**config.mk**
```make
export PLATFORM = sky130hd
export DESIGN_NAME = memory_access
export DESIGN_NICKNAME = d
export VERILOG_FILES = /design/src/rtl/udlx_pkg.sv /design/src/rtl/memory_pipe.sv /design/src/rtl/memory_access.sv
export SDC_FILE = /design/constraint.sdc
export NUM_CORES = 1
export LEC_CHECK = 0
export CAP_MARGIN = 20
export CELL_PAD_IN_SITES_DETAIL_PLACEMENT = 0
export CELL_PAD_IN_SITES_GLOBAL_PLACEMENT = 1
export CORE_MARGIN = 2
export CORE_UTILIZATION = 19
export CTS_BUF_LIST = sky130_fd_sc_hd__clkbuf_4
export DETAILED_ROUTE_END_ITERATION = 8
export GPL_ROUTABILITY_DRIVEN = 0
export PLACE_DENSITY_LB_ADDON = 0.1
export SETUP_SLACK_MARGIN = 0.15
export SLEW_MARGIN = 30
export SYNTH_ARGS = -nofsm -noshare
export SYNTH_HDL_FRONTEND = slang
export SYNTH_HIERARCHICAL = 1
export SYNTH_SLANG_ARGS = --single-unit
```
**constraint.sdc**
```tcl
create_clock -name clk -period 1.3 [get_ports clk]
set_input_delay 0.195 -clock clk [delete_from_list [all_inputs] [get_ports clk]]
set_output_delay 0.195 -clock clk [all_outputs]
set_load 0.02 [all_outputs]
```
**src/rtl/udlx_pkg.sv**
```systemverilog
// Shared definitions for the uDLX memory-access stage: FSM encoding,
// MEM/WB bubble constants and the default watchdog limit.
package udlx_pkg;

    typedef enum logic [0:0] {
        ST_IDLE = 1'b0,
        ST_WAIT = 1'b1
    } mem_state_t;

    // Bubble values are wide zero words sliced down to the configured widths.
    localparam logic [127:0] BUBBLE_INSTRUCTION = '0;
    localparam logic [127:0] BUBBLE_DATA        = '0;

    localparam int DEFAULT_TIMEOUT_CYCLES = 16;

endpackage

```
**src/rtl/memory_pipe.sv**
```systemverilog
// MEM/WB pipeline register. Loads a bubble on reset, stall, flush or
// watchdog abort; otherwise captures the completed stage results.
module memory_pipe
    import udlx_pkg::*;
#(
    parameter int DATA_WIDTH        = 32,
    parameter int REG_ADDR_WIDTH    = 5,
    parameter int INSTRUCTION_WIDTH = 32
) (
    input  logic                         clk,
    input  logic                         rst,
    input  logic                         stall,
    input  logic                         flush,
    input  logic                         abort,
    input  logic                         read_done,
    input  logic [DATA_WIDTH-1:0]        rdata,
    input  logic [DATA_WIDTH-1:0]        alu_data,
    input  logic                         reg_wr_en,
    input  logic [REG_ADDR_WIDTH-1:0]    reg_wr_addr,
    input  logic                         write_back_mux_sel,
    input  logic [INSTRUCTION_WIDTH-1:0] instruction,
    output logic [DATA_WIDTH-1:0]        read_data_out,
    output logic [DATA_WIDTH-1:0]        alu_data_out,
    output logic                         reg_wr_en_out,
    output logic [REG_ADDR_WIDTH-1:0]    reg_wr_addr_out,
    output logic                         write_back_mux_sel_out,
    output logic [INSTRUCTION_WIDTH-1:0] instruction_out
);

    logic bubble;

    // A stalled edge must not re-present the previous instruction to write-back.
    assign bubble = stall | flush | abort;

    // MEM/WB register: bubble or capture of this cycle's results.
    always_ff @(posedge clk) begin
        if (rst || bubble) begin
            read_data_out          <= BUBBLE_DATA[DATA_WIDTH-1:0];
            alu_data_out           <= BUBBLE_DATA[DATA_WIDTH-1:0];
            reg_wr_en_out          <= 1'b0;
            reg_wr_addr_out        <= '0;
            write_back_mux_sel_out <= 1'b0;
            instruction_out        <= BUBBLE_INSTRUCTION[INSTRUCTION_WIDTH-1:0];
        end else begin
            read_data_out          <= read_done ? rdata : BUBBLE_DATA[DATA_WIDTH-1:0];
            alu_data_out           <= alu_data;
            reg_wr_en_out          <= reg_wr_en;
            reg_wr_addr_out        <= reg_wr_addr;
            write_back_mux_sel_out <= write_back_mux_sel;
            instruction_out        <= instruction;
        end
    end

endmodule

```
**src/rtl/memory_access.sv**
```systemverilog
// uDLX memory-access stage: req/ack handshake FSM towards a variable-latency
// data memory, upstream stall generation and the MEM/WB register.
// Optional watchdog enabled by defining UDLX_MEM_TIMEOUT_EN.
//
// state   | meaning
// ST_IDLE | no access outstanding; a new access issues combinationally
// ST_WAIT | access issued, holding req until ack (or watchdog abort)
module memory_access
    import udlx_pkg::*;
#(
    parameter int DATA_WIDTH        = 32,
    parameter int REG_ADDR_WIDTH    = 5,
    parameter int INSTRUCTION_WIDTH = 32,
    parameter int TIMEOUT_CYCLES    = DEFAULT_TIMEOUT_CYCLES
) (
    input  logic                         clk,
    input  logic                         rst,
    input  logic                         flush_in,
    input  logic                         mem_data_rd_en_in,
    input  logic                         mem_data_wr_en_in,
    input  logic [DATA_WIDTH-1:0]        alu_data_in,
    input  logic [DATA_WIDTH-1:0]        mem_data_in,
    input  logic                         reg_wr_en_in,
    input  logic [REG_ADDR_WIDTH-1:0]    reg_wr_addr_in,
    input  logic                         write_back_mux_sel_in,
    input  logic [INSTRUCTION_WIDTH-1:0] instruction_in,
    output logic                         data_mem_req_out,
    output logic                         data_mem_we_out,
    output logic [DATA_WIDTH-1:0]        data_mem_addr_out,
    output logic [DATA_WIDTH-1:0]        data_mem_wdata_out,
    input  logic                         data_mem_ack_in,
    input  logic [DATA_WIDTH-1:0]        data_mem_rdata_in,
    output logic                         stall_out,
    output logic [DATA_WIDTH-1:0]        read_data_out,
    output logic [DATA_WIDTH-1:0]        alu_data_out,
    output logic                         reg_wr_en_out,
    output logic [REG_ADDR_WIDTH-1:0]    reg_wr_addr_out,
    output logic                         write_back_mux_sel_out,
    output logic [INSTRUCTION_WIDTH-1:0] instruction_out,
    output logic                         mem_error_out
);

    mem_state_t state, state_next;
    logic       access;
    logic       req;
    logic       abort;
    logic       read_done;
    logic       timeout_hit;

    assign access = mem_data_rd_en_in | mem_data_wr_en_in;

    // Port fields come straight from EX/MEM; upstream stall keeps them stable.
    assign data_mem_we_out    = mem_data_wr_en_in;
    assign data_mem_addr_out  = alu_data_in;
    assign data_mem_wdata_out = mem_data_in;
    assign data_mem_req_out   = req;

    assign stall_out = req & ~data_mem_ack_in;
    // Both enables set is treated as a store, so it never returns read data.
    assign read_done = req & data_mem_ack_in & mem_data_rd_en_in & ~mem_data_wr_en_in;

`ifdef UDLX_MEM_TIMEOUT_EN
    localparam int TO_W = $clog2(TIMEOUT_CYCLES + 1);

    logic [TO_W-1:0] wait_count;
    logic            mem_error;

    assign timeout_hit   = (state == ST_WAIT) && (wait_count == TO_W'(TIMEOUT_CYCLES));
    assign mem_error_out = mem_error;

    // Watchdog: counts cycles of an outstanding request that saw no ack.
    always_ff @(posedge clk) begin
        if (rst) begin
            wait_count <= '0;
        end else if (state == ST_IDLE) begin
            wait_count <= stall_out ? TO_W'(1) : '0;
        end else if (stall_out) begin
            wait_count <= wait_count + TO_W'(1);
        end
    end

    // Sticky error flag, cleared only by reset.
    always_ff @(posedge clk) begin
        if (rst) begin
            mem_error <= 1'b0;
        end else if (abort) begin
            mem_error <= 1'b1;
        end
    end
`else
    logic unused_timeout;

    assign timeout_hit    = 1'b0;
    assign mem_error_out  = 1'b0;
    assign unused_timeout = (TIMEOUT_CYCLES > 1);
`endif

    // FSM state register.
    always_ff @(posedge clk) begin
        if (rst) begin
            state <= ST_IDLE;
        end else begin
            state <= state_next;
        end
    end

    // FSM next-state and request/abort decode.
    always_comb begin
        state_next = state;
        req        = 1'b0;
        abort      = 1'b0;
        case (state)
            ST_IDLE: begin
                if (access) begin
                    req = 1'b1;
                    if (!data_mem_ack_in) begin
                        state_next = ST_WAIT;
                    end
                end
            end
            ST_WAIT: begin
                if (timeout_hit) begin
                    abort      = 1'b1;
                    state_next = ST_IDLE;
                end else begin
                    req = 1'b1;
                    if (data_mem_ack_in) begin
                        state_next = ST_IDLE;
                    end
                end
            end
            default: begin
                state_next = ST_IDLE;
            end
        endcase
    end

    memory_pipe #(
        .DATA_WIDTH        (DATA_WIDTH),
        .REG_ADDR_WIDTH    (REG_ADDR_WIDTH),
        .INSTRUCTION_WIDTH (INSTRUCTION_WIDTH)
    ) u_pipe (
        .clk                    (clk),
        .rst                    (rst),
        .stall                  (stall_out),
        .flush                  (flush_in),
        .abort                  (abort),
        .read_done              (read_done),
        .rdata                  (data_mem_rdata_in),
        .alu_data               (alu_data_in),
        .reg_wr_en              (reg_wr_en_in),
        .reg_wr_addr            (reg_wr_addr_in),
        .write_back_mux_sel     (write_back_mux_sel_in),
        .instruction            (instruction_in),
        .read_data_out          (read_data_out),
        .alu_data_out           (alu_data_out),
        .reg_wr_en_out          (reg_wr_en_out),
        .reg_wr_addr_out        (reg_wr_addr_out),
        .write_back_mux_sel_out (write_back_mux_sel_out),
        .instruction_out        (instruction_out)
    );

endmodule

```
==> results.yml, run 1 <==
status:
  status: "finished with violations"
  failing_checks: "setup timing"
layout:
  layout-drive-gt1-share_pct: 66.5
  post_layout_instance_count_excluding_filler_cells: 749
  fin_area_mm2: 0.00650
  area_added_between_synthesis_and_finish_pct: 92.1
  final_net_count: 659
  fin_util_pct: 37.5
synthesis:
  synth.lib_cells_used.distinct: 14
  yosys_warnings: 6
  synth_largest_area_cell: "sky130_fd_sc_hd__dfxtp_1"
  synthMuxAreaShare_pct: 0
  synth_xor_xnor_area_share_pct: 0
  synth_fa_ha_area_share_pct: 0
  largest_family_of_logic_cells_by_synthesized_area: "simple AND/OR/NAND/NOR gates"
  area_share_of_the_leading_cell_type_in_the_synthesized_netlist_pct: 61.5
  yosysSeqAreaShare_pct: 61.5
  synth_compound_gate_area_share_pct: 0
  postSynthRegisterBits: 104
  syn-cell-area_mm2: 0.00339
  synth_simple_gate_area_share_pct: 22.0
  synth_top_cells_by_area: "sky130_fd_sc_hd__dfxtp_1, sky130_fd_sc_hd__buf_4, sky130_fd_sc_hd__and2_1"
  synthesis.area_per_instance_um2: 11.4
  synthesis.instances: 296
setup_path:
  critPathKind: "reg2out"
  worstRegToRegCells: 7
  crit_buf_inv: 1
  end_kind: "output pin"
  crit_path_max_fanout: 3
  crit_slowest_cell: "sky130_fd_sc_hd__dfxtp_2"
  critical_path.top_delay_family: "flip-flops"
  required_ns: 1.11
  timing.critical_path.slowest_cell_delay_ns: 0.36
  cp_data_arrival_time_ns: 1.22
  timing.critical_path.cells: "nor3_4 > nor2_4 > buf_6"
  path_depth: 3
  crit_path_start_kind: "flop"
cts:
  clk_root_buffer_cell: "sky130_fd_sc_hd__clkbuf_4"
  numCtsBuffers: 9
  cts.clk_slew.worst_paths_ns: 0.17
  clock_tree.buffer_depth: 2
  tritoncts: "done"
  cts-htree-levels: 3
  worst_skew_pair.late_latency_ns: 0.46
  clkSinkCount: 104
die:
  die_w_um: 137
  initial_utilization_pct: 19.5
  dieArea_mm2: 0.0189
  boundaryPins: 312
  core_mm2: 0.0174
  placement_rows: 48
  die_height_um: 137
global_routing:
  maximum_number_of_pins_on_one_net_before_global_route_repair: 36
  global_route.usage.total_pct: 11.0
  groute.layer.met1.usage_pct: 10.6
  groute.layer.met2.usage_pct: 20.8
  first_global_vias: 2682
  first_pass_grt_wire_length_um: 15000
  grt-ovfl-total: 0
  groute.layer.met3.usage_pct: 2.98
  antenna_found_initial: 1
  grt.busiest_layer: "met2"
drt:
  count_of_antenna_violating_nets_left_after_detailed_routing: 0
  avgViaCountPerCell: 3.64
  detail_route.first_pass.iterations: 4
  dr.first_iter.drc_count: 42
  drc: 0
  detail_route.wirelength_um: 11800
  dr_total_vias: 2725
  avgRoutedWirePerCell_um: 15.7
power_and_ir_drop:
  cellLeakagePower_nw: 2.86
  peakVddDrop_v: 0.000344
  total_power_mw: 5.76
  power.density_cell_area_mw_per_mm2: 886
placed_design:
  placed_cell_area_mm2: 0.00580
  place.port_buffers: 246
  post-dp-hpwl_um: 7830
  place_inst: 714
  preCtsSetupSlack_ns: -0.500
flow_run:
  drv_cap: 0
sta:
  timing_max_transition_violations_final: 0
  final-setup-viol-count: 105
  setup_repair_after_global_routing_missed_its_margin: "true"
  finClkSkew_ns: 0.0119
  fin_crit_ns: 1.41
  final.setup.tns_ns: -7.77
  final_critical_path_setup_slack_ns: -0.114
  finalHoldWorstSlack_ns: 0.262
  finalHoldViolations: 0
  maxClockFrequency_mhz: 707
  final_min_period_over_clock_period_pct: 109
min_path:
  holdCritPathClass: "in2reg"
  worstHoldPathCells: 2
[cell usage in the layout (no fill, tap or decap), drive strengths merged, types with 3 or more instances in the layout]
| cell | count |
|---|---|
| and3 | 32 |
| and2 | 71 |
| clkdlybuf4s15 | 9 |
| clkbuf | 15 |
| buf | 166 |
| clkdlybuf4s50 | 108 |
| dfxtp | 104 |
| nor3 | 3 |
| clkinvlp | 3 |
| conb | 3 |
[flip-flops by register name, summed over array words and instances (netlist names)]
signal                         cells
u_pipe/reg_wr_addr_out             5
u_pipe/reg_wr_en_out               1
state                              1
u_pipe/instruction_out            32
u_pipe/write_back_mux_sel_out      1
u_pipe/read_data_out              32
u_pipe/alu_data_out               32
[cells in the mapped netlist]
cell	count
sky130_fd_sc_hd__clkbuf_1	6
sky130_fd_sc_hd__and2_1	71
sky130_fd_sc_hd__nor2_1	2
sky130_fd_sc_hd__conb_1	1
sky130_fd_sc_hd__inv_1	1
sky130_fd_sc_hd__nor2b_1	1
sky130_fd_sc_hd__nor3_2	1
sky130_fd_sc_hd__buf_4	66
sky130_fd_sc_hd__clkbuf_2	7
sky130_fd_sc_hd__dfxtp_1	104
sky130_fd_sc_hd__and3_2	32
sky130_fd_sc_hd__nand2_1	1
sky130_fd_sc_hd__nor4_4	1
sky130_fd_sc_hd__nor3_1	2
[cell type report]
type / instances / area (um^2)
inverter: 1 / 3.75
clock buffer: 11 / 82.6
sequential: 104 / 2210
timing repair buffer: 288 / 3030
antenna: 1 / 2.50
fill: 1729 / 10900
clock inverter: 5 / 42.5
tap: 225 / 282
multi-input combinational: 114 / 843
[worst reg2reg max path, stage by stage, from the launching register on]
cell	delay, ns
sky130_fd_sc_hd__dfxtp_2	0.36
sky130_fd_sc_hd__nor3_4	0.19
sky130_fd_sc_hd__nor2_4	0.08
sky130_fd_sc_hd__buf_6	0.13
sky130_fd_sc_hd__nor3_4	0.21
sky130_fd_sc_hd__buf_6	0.14
sky130_fd_sc_hd__buf_6	0.11
sky130_fd_sc_hd__and3_2	0.16
[logic make-up after synthesis]
logic type,Yosys count
buffers and inverters,80
DFF,104
other,1
and+or+nand+nor,111
[repair_timing]
item                                    in CTS  in global routing
cloned                                       5                  7
gates resized for setup                    862                 36
setup buffers                                2                  4
endpoints found under the setup margin     241                216
hold buffers                                 0                  0
pin swaps                                   16                 22
[layer usage]
layer,up-vias,routed length [um]
li1,1307,-
met1,1251,4110
met2,128,6460
met3,39,877
met4,0,337
met5,-,0
[final timing paths]
path	startpoint	to	slack, ns
worst max-delay path	state	stall_out	-0.11
worst min-delay path	instruction_in[1]	u_pipe/instruction_out[1]	0.26
worst max register to register	state	u_pipe/read_data_out[25]	-0.11
worst min register to register	state	state	0.68
[report_power, final]
group | switching (mW) | total, mW | internal, mW
combinational | 0.337 | 0.910 | 0.573
clock | 1.13 | 1.58 | 0.454
sequential | 0.0227 | 3.27 | 3.25
Power figures use the tool's default switching activity.
==> inputs of run 2 (changes only) <==
- SLEW_MARGIN: 30 -> 20
- TNS_END_PERCENT: default -> 10
==> run 2 against run 1 <==
  * The flow still finishes with violations (setup timing)
  * Largest power group unchanged
  * Count of clock-buffer cells in the layout did not move
  * First-iteration DRC count down 7.1%
  * Utilization is 2.7 points lower
  * Cell count down 1.6%
  * Register-to-register slack better by 0.02 ns
  * Sequential power about the same
  * Global-route usage down 0.82 points
  * Non-clock buffer count decreased by 12
  * Setup slack gained 0.0097 ns
  * Power decreased by 1.9%
==> results.yml, run 2 (same netlist as run 1, synthesis figures left out) <==
layout:
  mostFrequentLayoutCell: "sky130_fd_sc_hd__clkdlybuf4s50_1"
  final_net_count: 647
  number_of_inserted_filler_cells_in_the_final_layout: 1767
  final_cell_mix: "sky130_fd_sc_hd__clkdlybuf4s50_1, sky130_fd_sc_hd__buf_6, sky130_fd_sc_hd__dfxtp_1"
  layout-drive-gt1-share_pct: 47.9
  fin_util_pct: 34.8
  top_regs: "u_pipe/alu_data_out: 32 flops, u_pipe/instruction_out: 32 flops, u_pipe/read_data_out: 32 flops"
  post_layout_instance_count_excluding_filler_cells: 737
  area_added_between_synthesis_and_finish_pct: 78.4
  fin_area_mm2: 0.00604
drt:
  detail_route.first_pass.iterations: 3
  drc: 0
  avgViaCountPerCell: 3.58
  dr.first_iter.drc_count: 39
  detail_route.wirelength_um: 10900
  dr_total_vias: 2642
  count_of_antenna_violating_nets_left_after_detailed_routing: 0
  avgRoutedWirePerCell_um: 14.7
setup_path:
  cp_data_arrival_time_ns: 1.21
  crit_slowest_cell: "sky130_fd_sc_hd__dfxtp_2"
  end_kind: "output pin"
  timing.critical_path.cells: "nor3_4 > nor2_4 > buf_6"
  crit_path_max_fanout: 3
  critPathKind: "reg2out"
  required_ns: 1.11
  timing.critical_path.slowest_cell_delay_ns: 0.36
  crit_path_start_kind: "flop"
  worstRegToRegCells: 7
power_and_ir_drop:
  cellLeakagePower_nw: 2.70
  switching_power_mw: 1.44
  power_report.internal_total_mw: 4.21
  total_power_mw: 5.65
  pwr-share-clk_pct: 27.6
  peakVddDrop_v: 0.000347
  power_frac_seq_pct: 57.7
  switching_part_of_the_total_power_pct: 25.6
  power.combinational.fraction_pct: 14.6
  power.density_cell_area_mw_per_mm2: 936
die:
  initial_utilization_pct: 19.5
  boundaryPins: 312
  die_height_um: 137
  dieArea_mm2: 0.0189
  die_w_um: 137
  core_mm2: 0.0174
  placement_rows: 48
global_routing:
  first_pass_grt_wire_length_um: 14100
  maximum_number_of_pins_on_one_net_before_global_route_repair: 72
  antenna_found_initial: 1
  first_global_vias: 2576
  grt-ovfl-total: 0
  global_route.usage.total_pct: 10.2
min_path:
  worstHoldPathCells: 2
  holdCritPathClass: "in2reg"
cts:
  clkSinkCount: 104
  clk_root_buffer_cell: "sky130_fd_sc_hd__clkbuf_4"
  cts.clk_slew.worst_paths_ns: 0.16
  cts-htree-levels: 3
  cts.hold.buffers_added: 0
  worst_skew_pair.late_latency_ns: 0.46
  numCtsBuffers: 9
  tritoncts: "done"
  clock_tree.buffer_depth: 2
placed_design:
  place_inst: 714
  preCtsSetupSlack_ns: -0.500
  place.port_buffers: 246
  post-dp-hpwl_um: 7830
  placed_cell_area_mm2: 0.00580
flow_run:
  drv_cap: 0
sta:
  final_critical_path_setup_slack_ns: -0.104
  finClkSkew_ns: 0.0105
  fin_crit_ns: 1.40
  final.setup.tns_ns: -2.65
  maxClockFrequency_mhz: 712
  final-setup-viol-count: 79
  final_min_period_over_clock_period_pct: 108
  finalHoldViolations: 0
  timing_max_transition_violations_final: 0
  setup_repair_after_global_routing_missed_its_margin: "true"
  finalHoldWorstSlack_ns: 0.273
status:
  status: "finished with violations"
  failing_checks: "setup timing"
run 2: path summary, 6_finish.rpt:
check | start | endpoint | slack [ns]
worst max-delay path | state | stall_out | -0.10
worst min-delay path | instruction_in[1] | u_pipe/instruction_out[1] | 0.27
worst max register to register | state | u_pipe/alu_data_out[19] | -0.09
worst min register to register | state | state | 0.68
run 2: per-layer routing:
metal | vias to the layer above | track usage, % | wire length (um)
met5 | - | 0 | 0
met3 | 40 | 2.98 | 872
met4 | 0 | 6.41 | 360
met1 | 1203 | 9.56 | 3690
li1 | 1273 | - | -
met2 | 126 | 19.1 | 5940
run 2: worst max-delay path, delay by kind of cell, from the launching register on:
family | cells | cell delay [ns]
buffers and inverters | 1 | 0.14
DFF | 1 | 0.36
and+or+nand+nor | 2 | 0.27
run 2: final cells by class:
type,instances,area (um^2),area share [%]
well taps,225,282,4.66
repair buffers,276,2730,45.2
multi-input cells,114,788,13.0
diodes,1,2.50,0.0414
clock buffers,11,82.6,1.37
flip-flops and latches,104,2110,34.9
clock inverters,5,42.5,0.704
inverters,1,3.75,0.0621
run 2: repair_timing:
action,CTS,global route
gates cloned,0,3
endpoints found under the hold margin,0,0
resized for setup,763,19
setup buffers,1,2
pin swaps,15,4
setup endpoints to repair,241,217
run 2: power groups by stage:
stage	clock network (mW)	logic [mW]	registers (mW)
6_report	1.56	0.828	3.26
2_1_floorplan	0	0.375	3.38
5_1_grt	1.77	0.883	3.27
3_5_place_dp	0	0.838	3.32
3_3_place_gp	0	0.839	3.32
4_1_cts	1.70	0.824	3.26
==> inputs of run 3 (changes only) <==
- ABC_CLOCK_PERIOD_IN_PS: default -> 1300
==> results of run 3 <==
Same layout as run 2: the final DEF is identical, and so are final timing and power.
